### src/rtl/conv_pkg.sv
// Shared definitions for the 2-D convolution sequencer: default widths,
// the sequencer state encoding and the job legality rule.
package conv_pkg;

  localparam int DIM_W_DEF  = 10;
  localparam int DATA_W_DEF = 32;
  localparam int ACC_W_DEF  = 32;

  // IDLE is encoded as zero so a cleared state register reads as IDLE.
  typedef enum logic [2:0] {
    IDLE  = 3'd0,
    CHECK = 3'd1,
    FETCH = 3'd2,
    DRAIN = 3'd3,
    WRITE = 3'd4,
    DONE  = 3'd5
  } state_t;

  // A job is runnable only if every dimension is non-zero and the filter
  // fits inside the input matrix in both directions.
  function automatic logic cfg_legal(input logic [31:0] ir,
                                     input logic [31:0] ic,
                                     input logic [31:0] fr,
                                     input logic [31:0] fc);
    return (ir != 0) && (ic != 0) && (fr != 0) && (fc != 0) &&
           (fr <= ir) && (fc <= ic);
  endfunction

endpackage

### src/rtl/conv_mac.sv
// Signed multiply-accumulate for the convolution datapath.
// When en is high the accumulator loads the product (clr=1) or adds it to
// the running sum (clr=0). Product and sum wrap modulo 2^ACC_W.
module conv_mac
  import conv_pkg::*;
#(
  parameter int DATA_W = DATA_W_DEF,
  parameter int ACC_W  = ACC_W_DEF
) (
  input  logic                     clk,
  input  logic                     rst,
  input  logic                     en,
  input  logic                     clr,
  input  logic signed [DATA_W-1:0] a,
  input  logic signed [DATA_W-1:0] b,
  output logic signed [ACC_W-1:0]  acc
);

  localparam int PW = 2 * DATA_W;

  logic signed [PW-1:0]    prod_full;
  logic signed [ACC_W-1:0] prod;

  // Both operands are sign-extended to the full product width so the
  // multiply is exact before it is fitted to the accumulator width.
  assign prod_full = $signed({{DATA_W{a[DATA_W-1]}}, a}) *
                     $signed({{DATA_W{b[DATA_W-1]}}, b});

  generate
    if (ACC_W <= PW) begin : g_trunc
      assign prod = prod_full[ACC_W-1:0];
    end else begin : g_sext
      assign prod = {{(ACC_W-PW){prod_full[PW-1]}}, prod_full};
    end
  endgenerate

  // Accumulator register: load on the first tap of an output, add otherwise.
  always_ff @(posedge clk or negedge rst) begin
    if (!rst) begin
      acc <= '0;
    end else if (en) begin
      acc <= clr ? prod : acc + prod;
    end
  end

endmodule

### src/rtl/conv_sequencer.sv
// Controller for a single 2-D convolution job. Latches the job dimensions on
// start, walks every valid output position and every filter tap, drives the
// memory read addresses and the accumulator, and presents each result on a
// valid/ready write port before pulsing done.
//
// Optional build macro CONV_RELU_EN: when defined, negative results are
// clamped to zero on out_data; timing is identical either way.
//
// Write port handshake: a result transfers on every rising clock edge where
// out_valid and out_ready are both high. Once out_valid rises, out_valid,
// out_row, out_col and out_data hold steady until that transfer; out_valid
// never drops without a transfer (only reset can cancel it).
module conv_sequencer
  import conv_pkg::*;
#(
  parameter int DIM_W  = DIM_W_DEF,
  parameter int DATA_W = DATA_W_DEF,
  parameter int ACC_W  = ACC_W_DEF
) (
  input  logic                     clk,
  input  logic                     rst,
  input  logic                     start,
  input  logic [DIM_W-1:0]         in_rows,
  input  logic [DIM_W-1:0]         in_cols,
  input  logic [DIM_W-1:0]         flt_rows,
  input  logic [DIM_W-1:0]         flt_cols,
  output logic                     busy,
  output logic                     done,
  output logic                     err,
  output logic                     rd_en,
  output logic [DIM_W-1:0]         in_row,
  output logic [DIM_W-1:0]         in_col,
  output logic [DIM_W-1:0]         flt_row,
  output logic [DIM_W-1:0]         flt_col,
  input  logic signed [DATA_W-1:0] in_data,
  input  logic signed [DATA_W-1:0] flt_data,
  output logic                     out_valid,
  input  logic                     out_ready,
  output logic [DIM_W-1:0]         out_row,
  output logic [DIM_W-1:0]         out_col,
  output logic [ACC_W-1:0]         out_data,
  output state_t                   fsm_state
);

  localparam logic [DIM_W-1:0] ONE = DIM_W'(1);

  state_t state;

  // Job configuration captured on start; the live inputs are ignored after.
  logic [DIM_W-1:0] rows_q;
  logic [DIM_W-1:0] cols_q;
  logic [DIM_W-1:0] frows_q;
  logic [DIM_W-1:0] fcols_q;

  // Tap counters (filter row/column) and output position counters.
  logic [DIM_W-1:0] fr;
  logic [DIM_W-1:0] fc;
  logic [DIM_W-1:0] out_r;
  logic [DIM_W-1:0] out_c;

  logic [DIM_W-1:0] fr_nxt;
  logic [DIM_W-1:0] fc_nxt;
  logic [DIM_W-1:0] or_nxt;
  logic [DIM_W-1:0] oc_nxt;
  logic             tap_last_r;
  logic             tap_last_c;
  logic             pos_last_r;
  logic             pos_last_c;
  logic             job_ok;

  // Read data returns one cycle after rd_en, so the accumulator controls
  // are the read strobe and first-tap flag delayed by one cycle.
  logic             tap_vld;
  logic             tap_first;

  logic signed [ACC_W-1:0] acc;

  assign fsm_state = state;
  assign out_row   = out_r;
  assign out_col   = out_c;

  assign job_ok = cfg_legal(32'(rows_q), 32'(cols_q), 32'(frows_q), 32'(fcols_q));

  // Filter column is the inner loop, filter row the outer loop.
  assign tap_last_c = (fc == fcols_q - ONE);
  assign tap_last_r = (fr == frows_q - ONE);
  assign fc_nxt     = tap_last_c ? '0 : fc + ONE;
  assign fr_nxt     = tap_last_c ? fr + ONE : fr;

  // Output positions advance column first, wrapping into the next row.
  assign pos_last_c = (out_c == cols_q - fcols_q);
  assign pos_last_r = (out_r == rows_q - frows_q);
  assign oc_nxt     = pos_last_c ? '0 : out_c + ONE;
  assign or_nxt     = pos_last_c ? out_r + ONE : out_r;

  // Sequencer FSM with all control and address outputs registered.
  always_ff @(posedge clk or negedge rst) begin
    if (!rst) begin
      state     <= IDLE;
      busy      <= 1'b0;
      done      <= 1'b0;
      err       <= 1'b0;
      rd_en     <= 1'b0;
      in_row    <= '0;
      in_col    <= '0;
      flt_row   <= '0;
      flt_col   <= '0;
      out_valid <= 1'b0;
      rows_q    <= '0;
      cols_q    <= '0;
      frows_q   <= '0;
      fcols_q   <= '0;
      fr        <= '0;
      fc        <= '0;
      out_r     <= '0;
      out_c     <= '0;
    end else begin
      case (state)
        IDLE: begin
          if (start) begin
            rows_q  <= in_rows;
            cols_q  <= in_cols;
            frows_q <= flt_rows;
            fcols_q <= flt_cols;
            err     <= 1'b0;
            busy    <= 1'b1;
            state   <= CHECK;
          end
        end

        CHECK: begin
          if (!job_ok) begin
            err   <= 1'b1;
            done  <= 1'b1;
            state <= DONE;
          end else begin
            out_r   <= '0;
            out_c   <= '0;
            fr      <= '0;
            fc      <= '0;
            rd_en   <= 1'b1;
            in_row  <= '0;
            in_col  <= '0;
            flt_row <= '0;
            flt_col <= '0;
            state   <= FETCH;
          end
        end

        FETCH: begin
          if (tap_last_r && tap_last_c) begin
            rd_en   <= 1'b0;
            in_row  <= '0;
            in_col  <= '0;
            flt_row <= '0;
            flt_col <= '0;
            state   <= DRAIN;
          end else begin
            fr      <= fr_nxt;
            fc      <= fc_nxt;
            in_row  <= out_r + fr_nxt;
            in_col  <= out_c + fc_nxt;
            flt_row <= fr_nxt;
            flt_col <= fc_nxt;
          end
        end

        // The last product lands in the accumulator at the end of this cycle.
        DRAIN: begin
          out_valid <= 1'b1;
          state     <= WRITE;
        end

        WRITE: begin
          if (out_ready) begin
            out_valid <= 1'b0;
            if (pos_last_r && pos_last_c) begin
              done  <= 1'b1;
              state <= DONE;
            end else begin
              out_r   <= or_nxt;
              out_c   <= oc_nxt;
              fr      <= '0;
              fc      <= '0;
              rd_en   <= 1'b1;
              in_row  <= or_nxt;
              in_col  <= oc_nxt;
              flt_row <= '0;
              flt_col <= '0;
              state   <= FETCH;
            end
          end
        end

        DONE: begin
          done  <= 1'b0;
          busy  <= 1'b0;
          state <= IDLE;
        end

        default: begin
          state <= IDLE;
        end
      endcase
    end
  end

  // Delay the read strobe and the first-tap marker to line up with the data.
  always_ff @(posedge clk or negedge rst) begin
    if (!rst) begin
      tap_vld   <= 1'b0;
      tap_first <= 1'b0;
    end else begin
      tap_vld   <= rd_en;
      tap_first <= rd_en && (flt_row == '0) && (flt_col == '0);
    end
  end

  conv_mac #(
    .DATA_W (DATA_W),
    .ACC_W  (ACC_W)
  ) u_mac (
    .clk (clk),
    .rst (rst),
    .en  (tap_vld),
    .clr (tap_first),
    .a   (in_data),
    .b   (flt_data),
    .acc (acc)
  );

`ifdef CONV_RELU_EN
  assign out_data = acc[ACC_W-1] ? '0 : acc;
`else
  assign out_data = acc;
`endif

endmodule

### config.mk
export PLATFORM = sky130hd
export DESIGN_NAME = conv_sequencer
export DESIGN_NICKNAME = d
export VERILOG_FILES = /design/src/rtl/conv_pkg.sv /design/src/rtl/conv_mac.sv /design/src/rtl/conv_sequencer.sv
export SDC_FILE = /design/constraint.sdc
export NUM_CORES = 2
export LEC_CHECK = 0
export ABC_AREA = 0
export BUFFER_PORTS_ARGS = -buffer_cell sky130_fd_sc_hd__buf_2
export CAP_MARGIN = 0
export CORE_ASPECT_RATIO = 1.4
export CORE_MARGIN = 1.5
export CORE_UTILIZATION = 64
export DETAILED_ROUTE_END_ITERATION = 8
export PLACE_DENSITY = 0.93
export SLEW_MARGIN = 15
export SYNTH_ARGS = -nofsm -noshare
export SYNTH_HDL_FRONTEND = slang
export SYNTH_SLANG_ARGS = --single-unit
export TNS_END_PERCENT = 100
### constraint.sdc
create_clock -name clk -period 5.7 [get_ports clk]
set_input_delay 0.855 -clock clk [delete_from_list [all_inputs] [get_ports clk]]
set_output_delay 0.855 -clock clk [all_outputs]
set_load 0.02 [all_outputs]
==> results of run 1 <==
## cells in the mapped netlist, types with 58 or more instances
library cell and count:
o21ai_0 93, xnor2_1 143, a21oi_1 110, ha_1 229, nand2_1 321, inv_1 488, and2_1 333, a21o_1 66
fa_1 413, nor2_1 129, xor2_1 58, dfrtp_1 162, clkbuf_1 129
## through the flow
stage                     hold WS (ns)  instances
after CTS                        0.478       4048
after detailed placement         0.464       3972
after global placement           0.470       3972
after floorplan                  0.510       3087
## kinds of logic after synthesis
logic type	after synthesis	share of synthesized area
AOI/OAI and AO/OA	433	0.104
xor gates and xnor gates	202	0.0643
adders and majority gates	642	0.402
buffers and inverters	631	0.0863
DFF	162	0.146
muxes	52	0.0203
and+or+nand+nor	965	0.177
## what timing repair did
action	CTS
pin swaps	154
setup endpoints to repair	24
gates resized for setup	231
endpoints found under the hold margin	0
setup buffers	62
cloned	0
## layer usage
metal / GRT usage / overflow
met3: 0.610 / 1
met5: 0.425 / 0
met4: 0.646 / 5
met2: 0.836 / 6
met1: 0.689 / 1
==> results.json, run 1 <==
{
  "synthArstFlopShare": 1.00,
  "root_buffer": "clkbuf_16",
  "clk_path_buf_depth": 2,
  "yosys_warnings": 0,
  "grt_max_degree": 100,
  "ios": 208,
  "fp.dieW_um": 179,
  "synth_top_area_share": 0.298,
  "ys_top_cells_by_area": "fa_1, dfrtp_1, ha_1",
  "synth_edf_count": 0,
  "syn_inst": 3087,
  "stop_error": "[ERROR GRT-0232] Routing congestion too high. Check the congestion heatmap in the GUI.",
  "track_usage": 0.702,
  "avgSynthCellArea_um2": 8.98,
  "fp-row-count": 90,
  "synth-seq-cells": 162,
  "syn-num-nets": 3837,
  "cts_max_level": 4,
  "dp_hpwl_um": 69900,
  "place_congestion": 0.959,
  "overflow": 13,
  "numCtsBuffers": 17,
  "initial_core_util": 0.646,
  "worst-ep-kind": "register data pin",
  "cts_hold_buf": 0,
  "status": "stopped before the end",
  "placed_area_mm2": 0.0311,
  "synth-main-ff-cell": "dfrtp_1",
  "lastStage": "5_1_grt",
  "place_ws_ns": -3.73,
  "syn-cell-area_mm2": 0.0277,
  "die_y_um": 249,
  "synth_top_area_cell": "fa_1",
  "portBuffers": 207,
  "yosysSeqAreaShare": 0.146,
  "cts_sinks": 162,
  "yosysUniqueCellTypes": 85,
  "crit_endpoint": "u_mac.acc[31]$_DFFE_PN0P_/D"
}
==> run 2, diff against run 1 <==
--- a/config.mk
+++ b/config.mk
@@ -8,11 +8,10 @@
 export ABC_AREA = 0
 export BUFFER_PORTS_ARGS = -buffer_cell sky130_fd_sc_hd__buf_2
 export CAP_MARGIN = 0
-export CORE_ASPECT_RATIO = 1.4
 export CORE_MARGIN = 1.5
-export CORE_UTILIZATION = 64
+export CORE_UTILIZATION = 40
 export DETAILED_ROUTE_END_ITERATION = 8
-export PLACE_DENSITY = 0.93
+export PLACE_DENSITY_LB_ADDON = 0.15
 export SLEW_MARGIN = 15
 export SYNTH_ARGS = -nofsm -noshare
 export SYNTH_HDL_FRONTEND = slang
==> results.json, run 2 <==
{
  "cts_max_level": 4,
  "drc": 0,
  "fp-row-count": 96,
  "tightest_slew_ns": 1.14,
  "relSlewSlack": 0.232,
  "cpMaxStageDelayCell": "fa_1",
  "root_buffer": "clkbuf_16",
  "numCtsBuffers": 17,
  "muxShareOfSynthArea": 0.0203,
  "grt_first_pass_wirelength_um": 135000,
  "place_congestion": 0.904,
  "synth-seq-cells": 162,
  "holdCritPathClass": "in2async",
  "most-common-layout-cells": "inv_1, fa_1, nand2_1, and2_1, buf_4",
  "areaGrowthSynthToFinish_pct": 23.0,
  "synth_compound_area_frac": 0.104,
  "max_stage_delay_ns": 0.54,
  "viasPerCell": 5.16,
  "utilization": 0.497,
  "synth.most_common_cell": "inv_1",
  "yosysSeqAreaShare": 0.146,
  "grt_pass1_vias": 24600,
  "min_period_over_period": 1.53,
  "grt_max_degree": 153,
  "arrival_ns": 9.04,
  "status": "finished, violations left",
  "fillers": 6576,
  "die_y_um": 266,
  "max_freq_mhz": 115,
  "dp_hpwl_um": 69300,
  "drv_cap": 0,
  "synth_top_area_share": 0.298,
  "syn-cell-area_mm2": 0.0277,
  "die_area_mm2": 0.0709,
  "worst_slack_ns": -3.02,
  "largest_reg_flops": 32,
  "path_clk_slew_ns": 0.07,
  "finalMaxSlewViolations": 0,
  "drive_gt1_frac": 0.227,
  "antenna_found_initial": 6,
  "portBuffers": 207,
  "initial_core_util": 0.404,
  "crit_path_max_fanout": 6,
  "timing.hold.ws_ns": 0.206,
  "drt-initial-drc-count": 1142,
  "startpoint_type": "primary input",
  "avgRoutedWirePerCell_um": 18.9,
  "violations": "setup timing",
  "period_needed_ns": 8.72,
  "fp.dieW_um": 266,
  "endpoint_kind": "flop",
  "ios": 208,
  "rsz0062_at_grt": "true",
  "nNetsFinal": 4247,
  "wl_um": 84000,
  "fin_area_mm2": 0.0341,
  "coreArea_mm2": 0.0686,
  "skew_ns": 0.0208,
  "first_pass_iters": 5,
  "synth_top_area_cell": "fa_1",
  "cpMostUsedCell": "fa_1",
  "synthXorXnorAreaFrac": 0.0643,
  "crit_required_ns": 6.02,
  "critPathTopFamily": "adder cells",
  "synth-simple-area-share": 0.177,
  "num_vias": 22900,
  "clk_latency_ns": 0.45,
  "mostFrequentLayoutCell": "inv_1",
  "synth_edf_count": 0,
  "cp.buffers_inverters": 8,
  "track_usage": 0.242,
  "worstSetupPathType": "in2reg",
  "clk_path_buf_depth": 2,
  "cts_tree": "built",
  "yosys_warnings": 0,
  "syn-num-nets": 3837,
  "overflow": 0,
  "drtAntennaViolNets": 0,
  "hold_viol": 0,
  "cts_sinks": 162,
  "yosys-top-cells-count": "inv_1, fa_1, and2_1",
  "syn_inst": 3087,
  "synth-main-ff-cell": "dfrtp_1",
  "placed_area_mm2": 0.0317,
  "synth_top_family_by_area": "adder cells",
  "yosysUniqueCellTypes": 85,
  "regMostFlops": "u_mac.acc",
  "ys_top_cells_by_area": "fa_1, dfrtp_1, ha_1",
  "avgSynthCellArea_um2": 8.98,
  "synthArstFlopShare": 1.00,
  "synth_adder_area_share": 0.402,
  "setup_violations": 24
}
run 2: cell counts after synthesis:
Identical to the previous run, type by type.
run 2: kinds of logic after synthesis:
group,count (synthesis)
multiplexers,52
flip-flops,162
adder cells (fa/ha/maj),642
XOR/XNOR,202
AO/OA/AOI/OAI,433
buffers and inverters,631
AND/OR/NAND/NOR,965
run 2: layout make-up:
class                      count  area [um^2]  area share
multi-input combinational   2294        22500       0.661
tap                          931         1160      0.0342
clock inverter                14          160     0.00470
clock buffer                  18          439      0.0129
inverter                     490         1840      0.0539
timing repair buffer         532         3890       0.114
antenna                        2         5.00    0.000147
sequential                   162         4060       0.119
run 2: final timing paths:
path | from | depth (start not counted) | endpoint | slack [ns]
setup / recovery | flt_data[4] | 35 | u_mac.acc[31] | -3.02
hold / removal | rst | 1 | u_mac.acc[6] | 0.21
setup reg to reg | fcols_q[1] | 20 | in_row[9] | 0.48
hold reg to reg | flt_col[4] | 1 | flt_col[4] | 0.51
max in group asynchronous | rst | 2 | tap_vld | 4.40
min in group clk | flt_col[4] | 1 | flt_col[4] | 0.51
run 2: per-stage QoR:
step	worst slack, ns	setup TNS [ns]	instances
final	-3.02	-46.00	4443
after global routing	-3.28	-52.48	4443
after CTS	-3.03	-44.18	4420
after detailed placement	-3.83	-65.79	4361
after global placement	-3.74	-64.49	4361
after floorplan	-3.16	-45.39	3087
run 2: routing by layer:
layer / vias to the layer above / GRT usage / share of wire
met4: 6 / 0.0869 / 0.034
met3: 141 / 0.0334 / 0.043
met1: 11700 / 0.298 / 0.40
met5: - / 0 / 0.00051
li1: 10600 / - / -
met2: 492 / 0.431 / 0.52
run 2: timing repair:
action	CTS	global route
setup buffers	29	23
resized for setup	182	112
endpoints found under the setup margin	24	26
pin swaps	87	83
hold buffers	0	0
gates cloned	1	1
Power of run 2 is not shown: default switching activity piles up to over one toggle a cycle in this logic, so the estimate is an artifact.
